**src/rtl/proc_control_unit.sv**
```systemverilog
// proc_control_unit: multi-cycle T0..T3 sequencer that fetches, latches and decodes instructions into datapath strobes
module proc_control_unit #(
    parameter int PCW  = 4,
    parameter int NREG = 8
) (
    input  logic                    Clock,
    input  logic                    Reset,
    input  logic                    Run,
    input  logic [15:0]             IR,
    input  logic                    Gnz,
    output logic [PCW-1:0]          pc,
    output logic [1:0]              curr_stage,
    output logic [$clog2(NREG)-1:0] reg_A,
    output logic [$clog2(NREG)-1:0] reg_B,
    output logic                    IRin,
    output logic [NREG-1:0]         Rin,
    output logic [NREG-1:0]         Rout,
    output logic                    ImmOut,
    output logic                    Ain,
    output logic                    Gin,
    output logic                    Gout,
    output logic [2:0]              AluOp,
    output logic                    AddrIn,
    output logic                    MemRd,
    output logic                    MemOut,
    output logic                    MemWr,
    output logic                    Done,
    output logic                    Illegal
);
    localparam int RW = $clog2(NREG);

    typedef enum logic [1:0] {T0, T1, T2, T3} step_t;

    step_t           step, step_nx;
    logic [15:0]     ir_q;
    logic [3:0]      op;
    logic [NREG-1:0] a_oh, b_oh;
    logic            en;

    assign op         = ir_q[15:12];
    assign reg_A      = ir_q[9 +: RW];
    assign reg_B      = ir_q[6 +: RW];
    assign a_oh       = NREG'(1) << reg_A;
    assign b_oh       = NREG'(1) << reg_B;
    assign curr_stage = step;
    // Strobes stay quiet while stalled or held in reset, even though step sits at T0 then.
    assign en         = Run & Reset;

    // Step, program counter and instruction latch; everything freezes while Run is low.
    always_ff @(posedge Clock or negedge Reset) begin
        if (!Reset) begin
            step <= T0;
            pc   <= '0;
            ir_q <= '0;
        end else if (Run) begin
            step <= step_nx;
            if (step == T0) ir_q <= IR;
            if (Done) pc <= pc + 1'b1;
        end
    end

    // Decode of (step, latched opcode, Gnz) into strobes and the next step.
    always_comb begin
        IRin    = 1'b0;
        Rin     = '0;
        Rout    = '0;
        ImmOut  = 1'b0;
        Ain     = 1'b0;
        Gin     = 1'b0;
        Gout    = 1'b0;
        AluOp   = 3'b000;
        AddrIn  = 1'b0;
        MemRd   = 1'b0;
        MemOut  = 1'b0;
        MemWr   = 1'b0;
        Done    = 1'b0;
        Illegal = 1'b0;
        if (en) begin
            if (step == T0) begin
                IRin = 1'b1;
            end else begin
                case (op)
                    4'b0000: if (step == T1) begin
                        Rout = b_oh;
                        Rin  = a_oh;
                        Done = 1'b1;
                    end
                    4'b0001: if (step == T1) begin
                        ImmOut = 1'b1;
                        Rin    = a_oh;
                        Done   = 1'b1;
                    end
                    4'b0010, 4'b0011, 4'b0100, 4'b0101, 4'b0110, 4'b0111: begin
                        if (step == T1) begin
                            Rout = a_oh;
                            Ain  = 1'b1;
                        end else if (step == T2) begin
                            Rout  = b_oh;
                            Gin   = 1'b1;
                            AluOp = 3'(op - 4'd2);
                        end else begin
                            Gout = 1'b1;
                            Rin  = a_oh;
                            Done = 1'b1;
                        end
                    end
                    4'b1000: if (step == T1) begin
                        Rout = Gnz ? b_oh : '0;
                        Rin  = Gnz ? a_oh : '0;
                        Done = 1'b1;
                    end
                    4'b1001: begin
                        if (step == T1) begin
                            Rout   = b_oh;
                            AddrIn = 1'b1;
                        end else if (step == T2) begin
                            MemRd = 1'b1;
                        end else begin
                            MemOut = 1'b1;
                            Rin    = a_oh;
                            Done   = 1'b1;
                        end
                    end
                    4'b1010: begin
                        if (step == T1) begin
                            Rout   = b_oh;
                            AddrIn = 1'b1;
                        end else begin
                            Rout  = a_oh;
                            MemWr = 1'b1;
                            Done  = 1'b1;
                        end
                    end
                    default: if (step == T1) begin
                        Done    = 1'b1;
                        Illegal = 1'b1;
                    end
                endcase
            end
        end
        step_nx = Done ? T0 : step_t'(step + 2'd1);
    end
endmodule

```
**config.mk**
```make
export PLATFORM = sky130hd
export DESIGN_NAME = proc_control_unit
export DESIGN_NICKNAME = d
export VERILOG_FILES = /design/src/rtl/proc_control_unit.sv
export SDC_FILE = /design/constraint.sdc
export NUM_CORES = 1
export LEC_CHECK = 0
export BUFFER_PORTS_ARGS = -buffer_cell sky130_fd_sc_hd__buf_4
export CAP_MARGIN = 20
export CORE_MARGIN = 2
export CORE_UTILIZATION = 45
export CTS_BUF_LIST = sky130_fd_sc_hd__clkbuf_16
export DETAILED_ROUTE_END_ITERATION = 10
export GPL_ROUTABILITY_DRIVEN = 0
export GPL_TIMING_DRIVEN = 1
export PLACE_DENSITY = 0.77
export SLEW_MARGIN = 10
export SYNTH_ARGS = -nofsm -noshare
export SYNTH_HDL_FRONTEND = slang
export SYNTH_SLANG_ARGS = --single-unit
```
**constraint.sdc**
```tcl
create_clock -name Clock -period 2.1 [get_ports Clock]
set_clock_uncertainty 0.2 [all_clocks]
set_input_delay 0.105 -clock Clock [delete_from_list [all_inputs] [get_ports Clock]]
set_output_delay 0.105 -clock Clock [all_outputs]
set_load 0.005 [all_outputs]
```
==> results.py <==
metrics = {
    "drt": {
        "firstDrtPassIters": 4,
        "wl_per_cell_um": 17.4,
        "drt_iter0_markers": 258,
        "postRouteAntennaNets": 0,
        "viasPerCell": 5.92,
        "totalWireLength_um": 5680,
        "drc": 0,
        "vias": 1935,
    },
    "yosys": {
        "ys_ff_latch": 16,
        "yosys-top-cells-area": "dfrtp_1 (24%), mux2_2 (6.9%), nor3_1 (5.2%)",
        "ys_seq_area_frac": 0.245,
        "synth_area_mm2": 0.00164,
        "synth_compound_area_frac": 0.209,
        "synth_area_per_cell_um2": 8.10,
        "synth-edff-count": 0,
        "synthDistinctLibCells": 51,
        "yosysWarningCount": 0,
        "synth.net_count": 226,
        "yosys.area_share.xor_xnor": 0.0268,
        "synth_top_area_share": 0.245,
        "yosys.area_share.simple": 0.321,
        "synth_ff_type": "dfrtp_1",
        "yosys.area.top_type": "dfrtp_1",
        "synthArstFlopShare": 1.00,
        "muxShareOfSynthArea": 0.0780,
        "yosysMostFrequentCell": "nor2_1",
        "synth_cells": 202,
        "synth_top_family_by_area": "simple AND/OR/NAND/NOR gates",
        "synth_fa_ha_area_frac": 0.0306,
        "synthTopCellsByCount": "nor2_1 (22), nor3_1 (17), dfrtp_1 (16), nand2_1 (13), mux2_2 (10)",
    },
    "global_routing": {
        "grt_max_degree": 21,
        "grt_pass1_vias": 1773,
        "grt_usage": 0.252,
        "antenna_found_initial": 0,
        "gr-total-overflow": 0,
        "grt_pass1_wl_um": 8310,
    },
    "clock_network": {
        "htree_levels": 1,
        "tritoncts": "built",
        "cts_num_sinks": 16,
        "clock_path_buffers": 2,
        "path_clk_slew_ns": 0.05,
        "clk_latency_ns": 0.25,
        "cts_buffers": 3,
        "root_buffer": "clkbuf_16",
    },
    "floorplanning": {
        "core-area_mm2": 0.00342,
        "start_util": 0.479,
        "std_cell_rows": 21,
        "io_pins": 62,
        "fp.dieArea_mm2": 0.00414,
        "die_x_um": 64.3,
        "die_y_um": 64.3,
    },
    "sta": {
        "finalHoldViolCount": 0,
        "drv_slew": 0,
        "fin_ws_ns": -0.155,
        "min_period_ns": 2.26,
        "setup_viol": 21,
        "slew_headroom": 0.523,
        "hold_slack_ns": 0.290,
        "worstMarginPinSlew_ns": 0.713,
        "rsz0062_at_grt": "yes",
        "period_share": 1.07,
        "max_freq_mhz": 443,
    },
    "worst_hold_path": {
        "min_to": "pc[3]",
        "hold_start": "pc[3]",
        "hp-class": "register to register",
        "min_path_cells": 1,
    },
    "setup_path": {
        "startpoint_type": "register",
        "crit_chain": "inv_2 -> ha_4 -> buf_6 -> nand2b_4 -> nor4_4 -> nand2_1 -> a31oi_1 -> buf_4",
        "max_stage_delay_ns": 0.39,
        "critPathMaxFanout": 5,
        "arrival_ns": 1.95,
        "r2r_setup_slack_ns": 0,
        "timing.rr.start": "curr_stage[0]",
        "slowest_stage": "dfrtp_1",
        "critPathKind": "register to output pin",
        "reg2reg_depth": 6,
        "r2r-end": "pc[1]",
        "end_kind": "output pin",
        "critPathRequiredTime_ns": 1.79,
    },
    "placement": {
        "place_hpwl_um": 3400,
        "place_ws_ns": -0.00183,
        "port_buffers": 55,
    },
    "final_layout": {
        "fill_cells": 204,
        "layout.nets": 307,
        "seq_area_um2": 408,
        "area_delta_synth_final_pct": 62.3,
        "drive_above_1_share": 0.520,
        "antenna_cells": 0,
        "multi_input_area_mm2": 0.00130,
    },
    "flow_run": {
        "maxCapViolations": 0,
    },
    "power_and_ir_drop": {
        "total_leakage_power_uw": 0.00106,
        "power_density_mw_per_mm2": 1350,
        "peakVddDrop_uv": 994,
    },
    "outcome": {
        "violations": "setup timing",
        "outcome": "finished with violations",
    },
}
## logic make-up after synthesis
family / Yosys count
mux: 11
flops: 16
xor+xnor: 5
simple gates: 92
buf+inv: 28
fa+ha+maj: 4
compound gates: 46
## report_power, final
part	internal (uW)	total, uW	switching [uW]
Clock	250	362	113
Combinational	1190	2420	1230
Sequential	475	796	321
Total	1910	3580	1670
## critical path: cells and delay by family, from the launching register on
family,cells,cell delay [ns]
AOI/OAI and AO/OA,1,0.20
adders and majority gates,1,0.15
buffers and inverters,3,0.38
DFF,1,0.39
and+or+nand+nor,3,0.59
## how the worst max path moves through the flow
stage	from	to	slack [ns]	cells past startpoint
global placement	curr_stage[1]	Rout[3]	0.05	8
CTS	curr_stage[1]	Rout[0]	-0.07	9
detailed placement	curr_stage[1]	Rout[3]	-0.002	8
finish	curr_stage[1]	Rout[2]	-0.16	8
global route	curr_stage[1]	Rout[2]	-0.23	8
floorplan	curr_stage[0]	pc[1]	0.01	6
## layout make-up
class                           count  area share
Clock buffer                        3      0.0283
Multi-Input combinational cell    158       0.489
Timing Repair Buffer               99       0.300
Sequential cell                    16       0.154
Tap cell                           46      0.0217
Inverter                            5     0.00707
## metal layers
| metal | share of wire | vias to the layer above | global-route usage |
|---|---|---|---|
| li1 | - | 892 | - |
| met2 | 0.51 | 98 | 0.440 |
| met3 | 0.067 | 13 | 0.0264 |
| met5 | 0 | - | 0 |
| met1 | 0.40 | 932 | 0.326 |
| met4 | 0.015 | 0 | 0.0798 |
## layout by cell type, fill, tap and decap left out, drive strengths merged, types with 2 or more instances in the layout
| cell | n |
|---|---|
| nor2b | 2 |
| o211ai | 9 |
| nand3b | 6 |
| clkbuf | 3 |
| nand3 | 2 |
| a211oi | 4 |
| ha | 4 |
| a21oi | 7 |
| nor3 | 17 |
| nor2 | 22 |
| o31ai | 4 |
| a22oi | 2 |
| nor4 | 5 |
| nand2 | 13 |
| inv | 5 |
| mux2 | 11 |
| and3 | 2 |
| a31oi | 4 |
| dlygate4sd3 | 12 |
| or4bb | 2 |
| dfrtp | 16 |
| nand4bb | 2 |
| nand4b | 3 |
| a32oi | 2 |
| or3b | 3 |
| buf | 87 |
| nand2b | 7 |
| o21ai | 8 |
| xor2 | 4 |
## through the flow
| step | instances | TNS [ns] | util | power (uW) | cell area (um2) |
|---|---|---|---|---|---|
| 6_report | 327 | -1.04 | 0.778 | 3580 | 2660 |
| 5_1_grt | 327 | -3.08 | 0.778 | 3770 | 2660 |
| 4_1_cts | 324 | -0.283 | 0.741 | 3290 | 2530 |
| 3_5_place_dp | 301 | -0.00222 | 0.633 | 2590 | 2160 |
| 3_3_place_gp | 301 | 0 | 0.633 | 2550 | 2160 |
| 2_1_floorplan | 202 | 0 | - | 1950 | 1650 |
## registers in the layout (all words and copies together) (netlist names)
name        cells
pc              4
ir_q           10
curr_stage      2
## timing repair
action,in CTS,in global routing
endpoints found under the setup margin,20,20
hold buffers,12,0
resized for setup,25,22
buffers inserted,8,3
pin swaps,3,12
hold endpoints to repair,28,0
Power figures use the tool's default switching activity.
